--- src/rtl/tt_um_sequence_generator.sv ---
// tt_um_sequence_generator
// Serial pattern transmitter feeding the sequence detector tile. It captures a
// pattern byte and sends 1..8 bits LSB-first on uo_out[0]. Each bit has a
// one-cycle strobe. The block also drives busy/done flags and a running
// ones-count mod ONES_MOD, with a pulse on every wrap.
// Optional feature: define SEQGEN_LFSR_EN to add the PRBS7 (x^7+x^6+1) source.
//
// state   | meaning
// S_IDLE  | waiting for a start rise; all stream outputs quiet
// S_SHIFT | emitting captured pattern (or PRBS7), one bit per period
// S_GAP   | REPEAT_GAP idle cycles between repeated bursts, still busy
// S_DONE  | one-cycle done pulse, then back to S_IDLE
module tt_um_sequence_generator #(
    parameter int ONES_MOD   = 3,
    parameter int REPEAT_GAP = 0
) (
    input  logic       clk,
    input  logic       rst_n,
    input  logic       ena,
    input  logic [7:0] ui_in,
    input  logic [7:0] uio_in,
    output logic [7:0] uo_out,
    output logic [7:0] uio_out,
    output logic [7:0] uio_oe
);

    typedef enum logic [1:0] {S_IDLE, S_SHIFT, S_GAP, S_DONE} state_t;

    localparam bit         HAS_GAP  = (REPEAT_GAP > 0);
    localparam logic [3:0] GAP_LOAD = HAS_GAP ? 4'(REPEAT_GAP - 1) : 4'd0;

    state_t     state_q;
    logic       start_q;
    logic [7:0] pat_q;
    logic [2:0] len_q;
    logic [1:0] per_q;
    logic       rpt_q;
    logic [2:0] bit_idx_q;
    logic [2:0] per_cnt_q;
    logic [3:0] gap_cnt_q;
    logic [1:0] ones_q;
    logic       sdata_q;
    logic       bv_q;
    logic       busy_q;
    logic       done_q;
    logic       match_q;

    logic       start_rise_d;
    logic       boundary_d;
    logic       last_d;
    logic       cont_d;
    logic       gap_go_d;
    logic       cap_bit_d;
    logic       nxt_bit_d;
    logic [2:0] nxt_idx_d;
    logic [2:0] ones_cap_d;
    logic [2:0] ones_nxt_d;

    logic       unused_ok;
    assign unused_ok = &{1'b0, ena, uio_in[5]};

    // Per-bit down-counter reload: period of 1/2/4/8 cycles.
    function automatic logic [2:0] per_load(input logic [1:0] sel);
        case (sel)
            2'd0:    per_load = 3'd0;
            2'd1:    per_load = 3'd1;
            2'd2:    per_load = 3'd3;
            default: per_load = 3'd7;
        endcase
    endfunction

    // Ones counter step; bit 2 of the result flags a wrap (mod_match).
    function automatic logic [2:0] ones_step(input logic [1:0] cnt, input logic b);
        logic [2:0] inc;
        inc = {1'b0, cnt} + 3'd1;
        if (!b)
            ones_step = {1'b0, cnt};
        else if (inc == 3'(ONES_MOD))
            ones_step = 3'b100;
        else
            ones_step = {1'b0, inc[1:0]};
    endfunction

`ifdef SEQGEN_LFSR_EN
    logic       prbs_q;
    logic [6:0] lfsr_q;
    logic [6:0] seed_d;
    logic [6:0] lfsr_nxt_d;

    assign seed_d     = (ui_in[6:0] == 7'd0) ? 7'h7F : ui_in[6:0];
    assign lfsr_nxt_d = {lfsr_q[5:0], lfsr_q[6] ^ lfsr_q[5]};

    // PRBS7 register: seeded at capture, steps once per emitted bit.
    always_ff @(posedge clk) begin
        if (!rst_n) begin
            prbs_q <= 1'b0;
            lfsr_q <= 7'h7F;
        end else if (state_q == S_IDLE && start_rise_d) begin
            prbs_q <= uio_in[5];
            lfsr_q <= seed_d;
        end else if (state_q == S_SHIFT && boundary_d && cont_d) begin
            lfsr_q <= lfsr_nxt_d;
        end
    end
`endif

    // Decide what happens at the end of the current bit and which bit comes next.
    always_comb begin
        start_rise_d = uio_in[3] & ~start_q;
        boundary_d   = (per_cnt_q == 3'd0);
        last_d       = (bit_idx_q == len_q);
        nxt_idx_d    = last_d ? 3'd0 : bit_idx_q + 3'd1;
        nxt_bit_d    = pat_q[nxt_idx_d];
        cap_bit_d    = ui_in[0];
        cont_d       = 1'b0;
        gap_go_d     = 1'b0;
        if (!last_d) begin
            cont_d = 1'b1;
        end else if (rpt_q && uio_in[3]) begin
            if (HAS_GAP)
                gap_go_d = 1'b1;
            else
                cont_d = 1'b1;
        end
`ifdef SEQGEN_LFSR_EN
        // PRBS mode ignores len: keep going while start is held.
        if (prbs_q) begin
            nxt_bit_d = lfsr_nxt_d[0];
            cont_d    = uio_in[3];
            gap_go_d  = 1'b0;
        end
        if (uio_in[5])
            cap_bit_d = seed_d[0];
`endif
        ones_cap_d = ones_step(2'd0, cap_bit_d);
        ones_nxt_d = ones_step(ones_q, nxt_bit_d);
    end

    // Sequencer FSM with registered stream outputs.
    always_ff @(posedge clk) begin
        if (!rst_n) begin
            state_q   <= S_IDLE;
            start_q   <= 1'b0;
            pat_q     <= 8'd0;
            len_q     <= 3'd0;
            per_q     <= 2'd0;
            rpt_q     <= 1'b0;
            bit_idx_q <= 3'd0;
            per_cnt_q <= 3'd0;
            gap_cnt_q <= 4'd0;
            ones_q    <= 2'd0;
            sdata_q   <= 1'b0;
            bv_q      <= 1'b0;
            busy_q    <= 1'b0;
            done_q    <= 1'b0;
            match_q   <= 1'b0;
        end else begin
            start_q <= uio_in[3];
            bv_q    <= 1'b0;
            done_q  <= 1'b0;
            match_q <= 1'b0;
            unique case (state_q)
                S_IDLE: begin
                    sdata_q <= 1'b0;
                    busy_q  <= 1'b0;
                    if (start_rise_d) begin
                        pat_q     <= ui_in;
                        len_q     <= uio_in[2:0];
                        per_q     <= uio_in[7:6];
                        rpt_q     <= uio_in[4];
                        bit_idx_q <= 3'd0;
                        per_cnt_q <= per_load(uio_in[7:6]);
                        sdata_q   <= cap_bit_d;
                        bv_q      <= 1'b1;
                        busy_q    <= 1'b1;
                        ones_q    <= ones_cap_d[1:0];
                        match_q   <= ones_cap_d[2];
                        state_q   <= S_SHIFT;
                    end
                end
                S_SHIFT: begin
                    if (!boundary_d) begin
                        per_cnt_q <= per_cnt_q - 3'd1;
                    end else if (cont_d) begin
                        bit_idx_q <= nxt_idx_d;
                        per_cnt_q <= per_load(per_q);
                        sdata_q   <= nxt_bit_d;
                        bv_q      <= 1'b1;
                        ones_q    <= ones_nxt_d[1:0];
                        match_q   <= ones_nxt_d[2];
                    end else if (gap_go_d) begin
                        gap_cnt_q <= GAP_LOAD;
                        sdata_q   <= 1'b0;
                        state_q   <= S_GAP;
                    end else begin
                        sdata_q   <= 1'b0;
                        busy_q    <= 1'b0;
                        done_q    <= 1'b1;
                        state_q   <= S_DONE;
                    end
                end
                S_GAP: begin
                    if (gap_cnt_q != 4'd0) begin
                        gap_cnt_q <= gap_cnt_q - 4'd1;
                    end else begin
                        bit_idx_q <= nxt_idx_d;
                        per_cnt_q <= per_load(per_q);
                        sdata_q   <= nxt_bit_d;
                        bv_q      <= 1'b1;
                        ones_q    <= ones_nxt_d[1:0];
                        match_q   <= ones_nxt_d[2];
                        state_q   <= S_SHIFT;
                    end
                end
                S_DONE: begin
                    state_q <= S_IDLE;
                end
                default: begin
                    state_q <= S_IDLE;
                end
            endcase
        end
    end

    assign uo_out  = {1'b0, ones_q, match_q, done_q, busy_q, bv_q, sdata_q};
    assign uio_out = 8'h00;
    assign uio_oe  = 8'h00;

endmodule

--- config.mk ---
export PLATFORM = sky130hd
export DESIGN_NAME = tt_um_sequence_generator
export DESIGN_NICKNAME = d
export VERILOG_FILES = /design/src/rtl/tt_um_sequence_generator.sv
export SDC_FILE = /design/constraint.sdc
export NUM_CORES = 1
export LEC_CHECK = 0
export CELL_PAD_IN_SITES_DETAIL_PLACEMENT = 1
export CELL_PAD_IN_SITES_GLOBAL_PLACEMENT = 2
export CORE_AREA = 8 8 81 83
export CTS_CLUSTER_SIZE = 24
export DETAILED_ROUTE_END_ITERATION = 16
export DIE_AREA = 0 0 89 91
export DONT_BUFFER_PORTS = 1
export PLACE_DENSITY_LB_ADDON = 0.1
export SETUP_SLACK_MARGIN = 0.5
export SLEW_MARGIN = 20
export SYNTH_ARGS = -nofsm -noshare
export SYNTH_HDL_FRONTEND = slang
export SYNTH_SLANG_ARGS = --single-unit
--- constraint.sdc ---
create_clock -name clk -period 6 [get_ports clk]
set_input_delay 1.5 -clock clk [delete_from_list [all_inputs] [get_ports clk]]
set_output_delay 1.5 -clock clk [all_outputs]
set_load 0.02 [all_outputs]
After elaboration in Yosys (flattened, before gate mapping)
Cells that the tools add are included.
{ "word_totals": {"regBits": 34, "latch_bits": 0, "ramBits": 0, "romBits": 0, "inputBits": 19, "out_inout_bits": 24, "word_cells": 102, "n_memories": 0} }
{ "op_classes": {"n_addsub": 4, "multipliers": 0, "n_div": 0, "magnitude_cmp": 1, "eq_ne": 15, "shift": 0, "mux": 49, "n_bitwise": 2, "reduce_logical": 16} }
{ "ops": {"columns": ["cell", "count"], "rows": [
  ["case mux 3 bit (3 select lines)", 4],
  ["2-to-1 mux 3 bit", 11],
  ["2-to-1 mux 1 bit", 19],
  ["2-to-1 mux 2 bit", 8],
  ["inequality test 2 bit, second input constant", 5],
  ["case mux 1 bit (3 select lines)", 3],
  ["AND reduction 3 bit", 3],
  ["equality test 2 bit, second input constant", 4],
  ["case mux 2 bit (4 select lines)", 1],
  ["AND reduction 4 bit", 2],
  ["equality test 2 x 1 -> 1 bit, second input constant", 3],
  ["zero test 2 bit", 3],
  ["case mux 2 bit (3 select lines)", 1],
  ["AND reduction 5 bit", 1],
  ["< comparator 3 x 4 -> 1 bit, second input constant", 1],
  ["AND reduction 2 bit", 2],
  ["nonzero test 4 bit", 1],
  ["subtractor 4 x 1 -> 4 bit, second input constant", 1],
  ["adder 2 x 1 -> 3 bit, second input constant", 1],
  ["adder 3 x 1 -> 3 bit, second input constant", 1],
  ["binary-select mux 1 bit (select 3 bit)", 1],
  ["equality test 3 x 2 -> 1 bit, second input constant", 1],
  ["equality test 3 bit", 1],
  ["zero test 3 bit", 1],
  ["other kinds (8)", 8]
]} }

Logic depth before layout (Yosys ltp)
Gate-level depths: netlist of the first run.
{ "logic_depth": {"word_depth": 8, "depth_mapped": 8, "ltp_nobuf": 7} }

Worst setup path before layout of the first run
Ideal clock, no wire load.
{ "synth_path": {"kind": "input to register", "start": "in uio_in[3]", "end": "reg ones_q[0]", "setup_time_ns": 0.122, "t_arrival_ns": 2.706, "t_required_ns": 5.878, "slack_ns": 3.172, "path_stages": 5, "path_cell_list": "nand3b_2 > a222oi_1 > nand2_1 > mux2_4 > a221o_1"} }
{ "synth_between": {"elab_chain_len": 5, "elab_cells_between_ends": 7, "cone_classes": "2 x eq/ne; 2 x mux; 1 x bitwise; 2 x reduce/logical"} }
{ "synth_rtl": {"columns": ["element", "line_no", "text"], "rows": [
  ["from (decl)", "21", "input logic [7:0] uio_in,"],
  ["logical AND 1 bit", "119", "end else if (rpt_q && uio_in[3]) begin"],
  ["2-to-1 mux 1 bit", "119", null],
  ["2-to-1 mux 1 bit", "117", "if (!last_d) begin"],
  ["inequality test 2 bit (no source line)", null, null],
  ["AND reduction 5 bit (no source line) *", null, null],
  ["to (signal assigned)", "176", "ones_q <= ones_cap_d[1:0];"],
  ["to (signal assigned)", "189", "ones_q <= ones_nxt_d[1:0];"],
  ["to (signal assigned)", "210", "ones_q <= ones_nxt_d[1:0];"],
  ["to (decl)", "41", "logic [1:0] ones_q;"]
]} }
Mark *: on every way between the ends. The rest lies on a longest branch, timed or not.
A chain may end at the register's enable or synchronous reset.

Final worst setup path of the first run
Ends and elaborated chain as after synthesis.

==> results.md, run 1 <==
- Status: finished clean
- Area Overhead vs Synth: -0.2478%
- Layout fillers: between 600 and 700
- Clk pin slew, worst setup/hold paths: about 0.07 ns
- Area of the multi-input gates: 1109 sq um
- Max Buffers Root-to-Sink: 2
- 1st-pass router iterations: 4
- Slew Viols, Final: 0
- Required @ worst endpoint: 6.17 ns
- Setup TNS: 0 ns
- Hold Crit Class: register to register
- Largest net degree at the start of global routing: 29
- Post-Route WL: around 5000 um
- Yosys warnings: 0
- Starting Density: between 30% and 40%
- Port bufs: 0
- Root Buffer: clkbuf_8
- Routed via count: approximately 1.6k
- Worst-Margin Slew: 0.6858 ns
- Most used flip-flop cell after synthesis: dfxtp_1
- Top area cells in the synthesized netlist: dfxtp_1, buf_4, nand2_1
- P per Cell Area: roughly 460 nW/um^2
- Hold Buf Count CTS: 0
- # setup viols final: 0
- Avg Cell Area, Syn: 8.282 sq um
- Number of flops mapped to enable cells by yosys: 0
- Drc violations: 0
- FF+latch area: 680.7 sq um
- Post-DRT Antenna Nets: 0
- # clock sinks: 34
- TritonCTS Buffers: 5
- DIE WIDTH: approximately 89 um
- Synth area leader: dfxtp_1
- # diodes: 0
- Tcrit/Tclk final: between 40% and 50%
- Fmax: ~340 MHz
- Post-CTS setup buffers: 0
- CTS tree: yes
- First-pass GRT wire length: around 8600 um
- RSZ-0062 raised after global routing: false
- DIE HEIGHT: around 90 um
- I/O pin cnt: between 40 and 50
- Core area: around 5300 sq um
- Post-synth top area share: between 30 and 40%
- H-Tree Level Count: 2
- Nets: about 260
- GRT Residual Overflow: 0
- Starting DRC count in detailed routing: 82
- Antenna violations before repair: 0
- Kind of start point of the critical path: input pin
- Max_slew headroom: 53.89%
- Clk_skew: 0.01002 ns
- Ys async rst share: 0%
- Count of cell types in the netlist: 54
- Syn Std Cell Area: between 2000 and 2500 sq um
- Clk_lat worst skew: roughly 0.29 ns
- Worst-path fanout max: 16
- Fraction of layout cells with a size suffix above 1: just under 7%
- P_leak: between 0.0007 and 0.0008 uW
- Minimum clock period: 2.959 ns
- Total track usage: between 10% and 20%
- Cts repair resizes: 0
- Rows: 27
- Syn Inst Count: 244
- Finished Cell Area: approximately 2000 sq um
- Max_cap viols: 0
- Vias in the first global route: 1706
- Crit path kind: input pin to register
- Global placement routability congestion: 0.8489
- Arr. time, crit path: between 3 and 4 ns
- Peak supply drop: 0.1605 mV
- Final Hold Vio Count: 0
- Hold slack: approximately 0.46 ns
- Flops & latches, synth: 34
- Die area: 8099 sq um
- Drt wl/cell: roughly 16 um
- Sequential share of the synthesized area: 33.68%
- Crit path capture type: register
- Final Power: between 900 and 1000 uW
- Placed inst area: about 1900 sq um
- Vias per cell: 5.143
- Post-DP HPWL: approximately 3800 um
[cell usage in the layout (no fill, tap or decap), drive strengths merged, types with 2 or more instances in the layout]
cell type,netlist,routed
clkbuf,6,7
or3,2,2
nor2b,4,4
conb,1,17
nor3,2,2
or2b,2,2
and3,2,2
nand3b,2,2
a31oi,4,4
and2,3,3
o22ai,2,2
dfxtp,34,34
nand2b,2,2
nand2,38,38
nor3b,3,3
o31ai,2,2
nor2,11,11
ha,9,9
inv,12,12
xnor2,5,5
nand3,9,9
and3b,2,2
mux2,2,2
o211ai,2,2
a21o,2,2
o21a,2,2
a21oi,22,22
nor4,3,3
xor2,2,2
a221oi,2,2
o21ai,5,5
nand4,4,4
mux2i,3,3
[cell type report]
| type | instances | area share, % |
|---|---|---|
| Multi-Input combinational cell | 182 | 55.00 |
| Sequential cell | 34 | 33.77 |
| Tap cell | 72 | 4.469 |
| Clock buffer | 7 | 4.283 |
| Inverter | 12 | 2.235 |
| Clock inverter | 1 | 0.2483 |
[Yosys cell counts, types with 2 or more instances]
master    number
nand2b_1       2
a21o_1         2
a221oi_1       2
and3b_1        2
and2_1         3
nor3b_1        3
o211ai_1       2
nor4_1         3
nor2b_1        4
o21a_1         2
a31oi_1        4
nor3_1         2
xor2_1         2
buf_4         22
mux2i_1        3
nand2_1       38
dfxtp_1       34
ha_1           9
nand4_1        4
o21ai_0        5
o22ai_1        2
nor2_1        11
inv_1         11
buf_1          2
or3_1          2
o31ai_1        2
xnor2_1        5
a21oi_1       22
nand3_1        9
or2b_2         2
clkbuf_1       5
[state kept, by name, summed over array words and instances, names as in the netlist, 2 cells and up]
name       flops
state_q        2
bit_idx_q      3
per_q          2
per_cnt_q      3
gap_cnt_q      4
ones_q         2
pat_q          8
len_q          3
[path summary, 6_finish.rpt]
check,from,to,slack (ns),cells past startpoint
worst max register to register,state_q[0]$_SDFFE_PN0P_,ones_q[0]$_SDFFE_PN0P_,3.14,7
worst min register to register,pat_q[6]$_SDFFE_PN0P_,pat_q[6]$_SDFFE_PN0P_,0.46,2
worst min-delay path,pat_q[6]$_SDFFE_PN0P_,pat_q[6]$_SDFFE_PN0P_,0.46,2
worst max-delay path,uio_in[3],ones_q[0]$_SDFFE_PN0P_,3.04,5
[cells by family (layout without fill, tap and decap cells)]
family | Yosys count | count (layout) | share of synthesized area, %
AOI/OAI and AO/OA | 51 | 51 | 15.85
and+or+nand+nor | 92 | 92 | 23.22
other | 1 | 17 | 0.1856
adders and majority gates | 9 | 9 | 5.573
muxes | 6 | 6 | 3.901
xor gates and xnor gates | 7 | 7 | 3.034
DFF | 34 | 34 | 33.68
buffers and inverters | 44 | 20 | 14.55
[through the flow]
stage	cells	setup WS, ns	utilization (%)
finish	308	3.041	37.76
global route	308	2.905	37.76
CTS	308	3.011	37.72
detailed placement	300	2.711	36.01
global placement	300	2.752	36.01
floorplan	260	3.172	-
[routing by layer]
metal | track usage, % | vias to the layer above | share of wire, %
met2 | 22.63 | 32 | 49
met1 | 15.99 | 756 | 44
met4 | 4.716 | 0 | 1.0
met5 | 0 | - | 0
li1 | - | 791 | -
met3 | 3.514 | 5 | 5.6
[where the power goes]
group	total, uW	switching [uW]	internal, uW	leakage (uW)
clock	174	81.5	92.6	0.0000482
sequential	323	53.4	270	0.000277
combinational	428	270	158	0.000459
[critical path: stages]
cell,delay [ns]
nand3b_2,0.29
a222oi_1,0.48
nand2_1,0.19
mux2_4,0.33
a221o_1,0.34
(Power assumes the default switching activity.)
==> run 2, diff against run 1 <==
--- a/config.mk
+++ b/config.mk
@@ -7,10 +7,10 @@
 export LEC_CHECK = 0
 export CELL_PAD_IN_SITES_DETAIL_PLACEMENT = 1
 export CELL_PAD_IN_SITES_GLOBAL_PLACEMENT = 2
-export CORE_AREA = 8 8 81 83
+export CORE_AREA = 8 8 88 90
 export CTS_CLUSTER_SIZE = 24
 export DETAILED_ROUTE_END_ITERATION = 16
-export DIE_AREA = 0 0 89 91
+export DIE_AREA = 0 0 96 98
 export DONT_BUFFER_PORTS = 1
 export PLACE_DENSITY_LB_ADDON = 0.1
 export SETUP_SLACK_MARGIN = 0.5
==> constraint.sdc (replaced) <==
create_clock -name clk -period 2.4 [get_ports clk]
set_input_delay 0.6 -clock clk [delete_from_list [all_inputs] [get_ports clk]]
set_output_delay 0.6 -clock clk [all_outputs]
set_load 0.02 [all_outputs]
==> run 2 against run 1 <==
Net effect: register-to-register slack worse by 3.0 ns; largest power group unchanged; sequential power is 150% higher; critical path depth is 2 higher; utilization is 2.3 points lower; total power grew to 2.9 times the previous value; clock power grew to 3.0 times the previous value; via count is 4.0% higher; largest cell class unchanged; worst hold slack worse by 0.039 ns; global-route usage is 1.5 points lower; non-clock buffer count is 22 higher; final area is 14% higher.
==> results.md, run 2 (same netlist as run 1, synthesis figures left out) <==
- Status: finished clean
- Die area: ~9400 sq um
- Comb power frac: ~50%
- Vias in the first global route: between 1.5k and 2k
- Placed inst area: between 2000 and 2500 sq um
- Worst reg2reg setup slack: around 0.19 ns
- Worst-path fanout max: 2
- Reg-to-Reg End: ones_q[0]$_SDFFE_PN0P_
- Crit path capture type: register
- Finished Cell Area: roughly 2300 sq um
- DIE WIDTH: around 96 um
- Clk_lat worst skew: ~0.30 ns
- P per Cell Area: 1167 nW/um^2
- Clk pin slew, worst setup/hold paths: around 0.070 ns
- Hold Path Cell Cnt: 1
- Fraction of layout cells with a size suffix above 1: between 20 and 25%
- Total track usage: 12.04%
- Post-DRT Antenna Nets: 0
- P_leak: 0.0009153 uW
- 1st-pass router iterations: 4
- DIE HEIGHT: 98 um
- Drt wl/cell: around 16 um
- Vias per cell: between 4 and 5
- Largest regs: pat_q x8, gap_cnt_q x4
- H-Tree Level Count: 2
- Highest-count cells in the layout ignoring fill and taps: nand2_1, dfxtp_1, a21oi_1
- Antenna violations before repair: 0
- Worst-Margin Slew: 0.5618 ns
- Sw Ratio: about two fifths
- Post-Route WL: 5280 um
- Hold slack: 0.4229 ns
- Hold Startpoint: uio_in[3]
- Core Util, Final: about 35%
- Fmax: 452.2 MHz
- Cell internal pwr: between 1500 and 2000 uW
- Routed via count: approximately 1.6k
- Drc violations: 0
- # diodes: 0
- Final Hold Vio Count: 0
- Max FFs per register: 8
- Clk_skew: between 0.004 and 0.005 ns
- RSZ-0062 raised after global routing: true
- TritonCTS Buffers: 5
- Starting DRC count in detailed routing: 94
- Minimum clock period: 2.211 ns
- Setup TNS: 0 ns
- Hold Crit Class: input pin to register
- Rows: 30
- Fin cells: 338
- Dpl cells: between 300 and 400
- # setup viols final: 0
- # clock sinks: 34
- Max Buffers Root-to-Sink: 2
- Global placement routability congestion: between 0.6 and 0.7
- Largest net degree at the start of global routing: 29
- Peak supply drop: 0.4837 mV
- I/O pin cnt: 43
- Most flop-heavy register: pat_q
- Reg-to-Reg Start: gap_cnt_q[0]$_SDFFE_PN0P_
- Max_slew headroom: between 60 and 70%
- Max_cap viols: 0
- CTS tree: yes
- Kind of start point of the critical path: register
- Core area: around 6500 sq um
- GRT Residual Overflow: 0
- Commonest non-fill, non-tap cell in the layout: nand2_1
- Root Buffer: clkbuf_8
- Slew Viols, Final: 0
- Seq pwr share: between 20% and 30%
- Arr. time, crit path: 2.40 ns
- Reg2Reg Depth: 7
- Starting Density: 31.12%
- Required @ worst endpoint: between 2 and 3 ns
- Post-DP HPWL: ~3800 um
- Area Overhead vs Synth: 13.87%
- Power share of the clock group: between 10% and 20%
- Port bufs: 0
- Endpoint, Worst Hold: start_q$_SDFF_PN0_
- Net load switching power: 1092 uW
- Tcrit/Tclk final: roughly 92%
- First-pass GRT wire length: about 8900 um
- Nets: about 290
- Crit path kind: register to register
- Hold Buf Count CTS: 0
run 2: area by class of cell:
cell class	instances	area, sq um
multi-input cells	182	1185
well taps	80	100.1
flip-flops and latches	34	688.2
fillers	787	4193
inverters	12	45.04
clock buffers	8	110.1
repair buffers	22	172.7
run 2: how the worst max path moves through the flow:
stage                               from                      to  slack (ns)  depth (start not counted)
2_1_floorplan    state_q[0]$_SDFFE_PN0P_  ones_q[0]$_SDFFE_PN0P_        0.22                          8
3_3_place_gp   gap_cnt_q[0]$_SDFFE_PN0P_  ones_q[0]$_SDFFE_PN0P_        0.13                          7
3_5_place_dp   gap_cnt_q[0]$_SDFFE_PN0P_  ones_q[0]$_SDFFE_PN0P_        0.14                          7
4_1_cts        gap_cnt_q[0]$_SDFFE_PN0P_  ones_q[0]$_SDFFE_PN0P_        0.21                          7
5_1_grt        gap_cnt_q[0]$_SDFFE_PN0P_  ones_q[0]$_SDFFE_PN0P_        0.08                          7
6_report       gap_cnt_q[0]$_SDFFE_PN0P_  ones_q[0]$_SDFFE_PN0P_        0.19                          7
run 2: layer usage:
layer	track usage [%]	part of all wire, %	up-vias
li1	-	-	838
met1	16.36	51	772
met2	16.99	42	30
met3	4.528	6.0	7
met4	3.550	1.2	0
met5	0	0	-
run 2: power by group through the flow:
| stage | sequential [uW] | combinational [uW] | clock (uW) |
|---|---|---|---|
| 2_1_floorplan | 765 | 1060 | 0 |
| 3_3_place_gp | 818 | 1220 | 0 |
| 3_5_place_dp | 822 | 1210 | 0 |
| 4_1_cts | 803 | 1340 | 536 |
| 5_1_grt | 821 | 1540 | 555 |
| 6_report | 798 | 1370 | 514 |
run 2: worst max-delay path, cell delays in order, from the launching register on:
cell and delay (ns):
dfxtp_2 0.33, inv_2 0.07, ha_4 0.12, or3b_4 0.37, a222oi_1 0.43, nand2_1 0.17, mux2_4 0.32, a221o_1 0.30
run 2: through the flow:
step                      setup slack, ns  total power, uW
after floorplan                    0.2180             1820
after global routing              0.07713             2912
after detailed placement           0.1377             2033
after CTS                          0.2106             2677
after global placement             0.1334             2034
final                              0.1886             2686
run 2: what timing repair did:
item,4_1_cts,5_1_grt
pin swaps,7,7
resized for setup,11,4
setup buffers,6,5
endpoints found under the hold margin,0,0
setup endpoints to repair,10,14
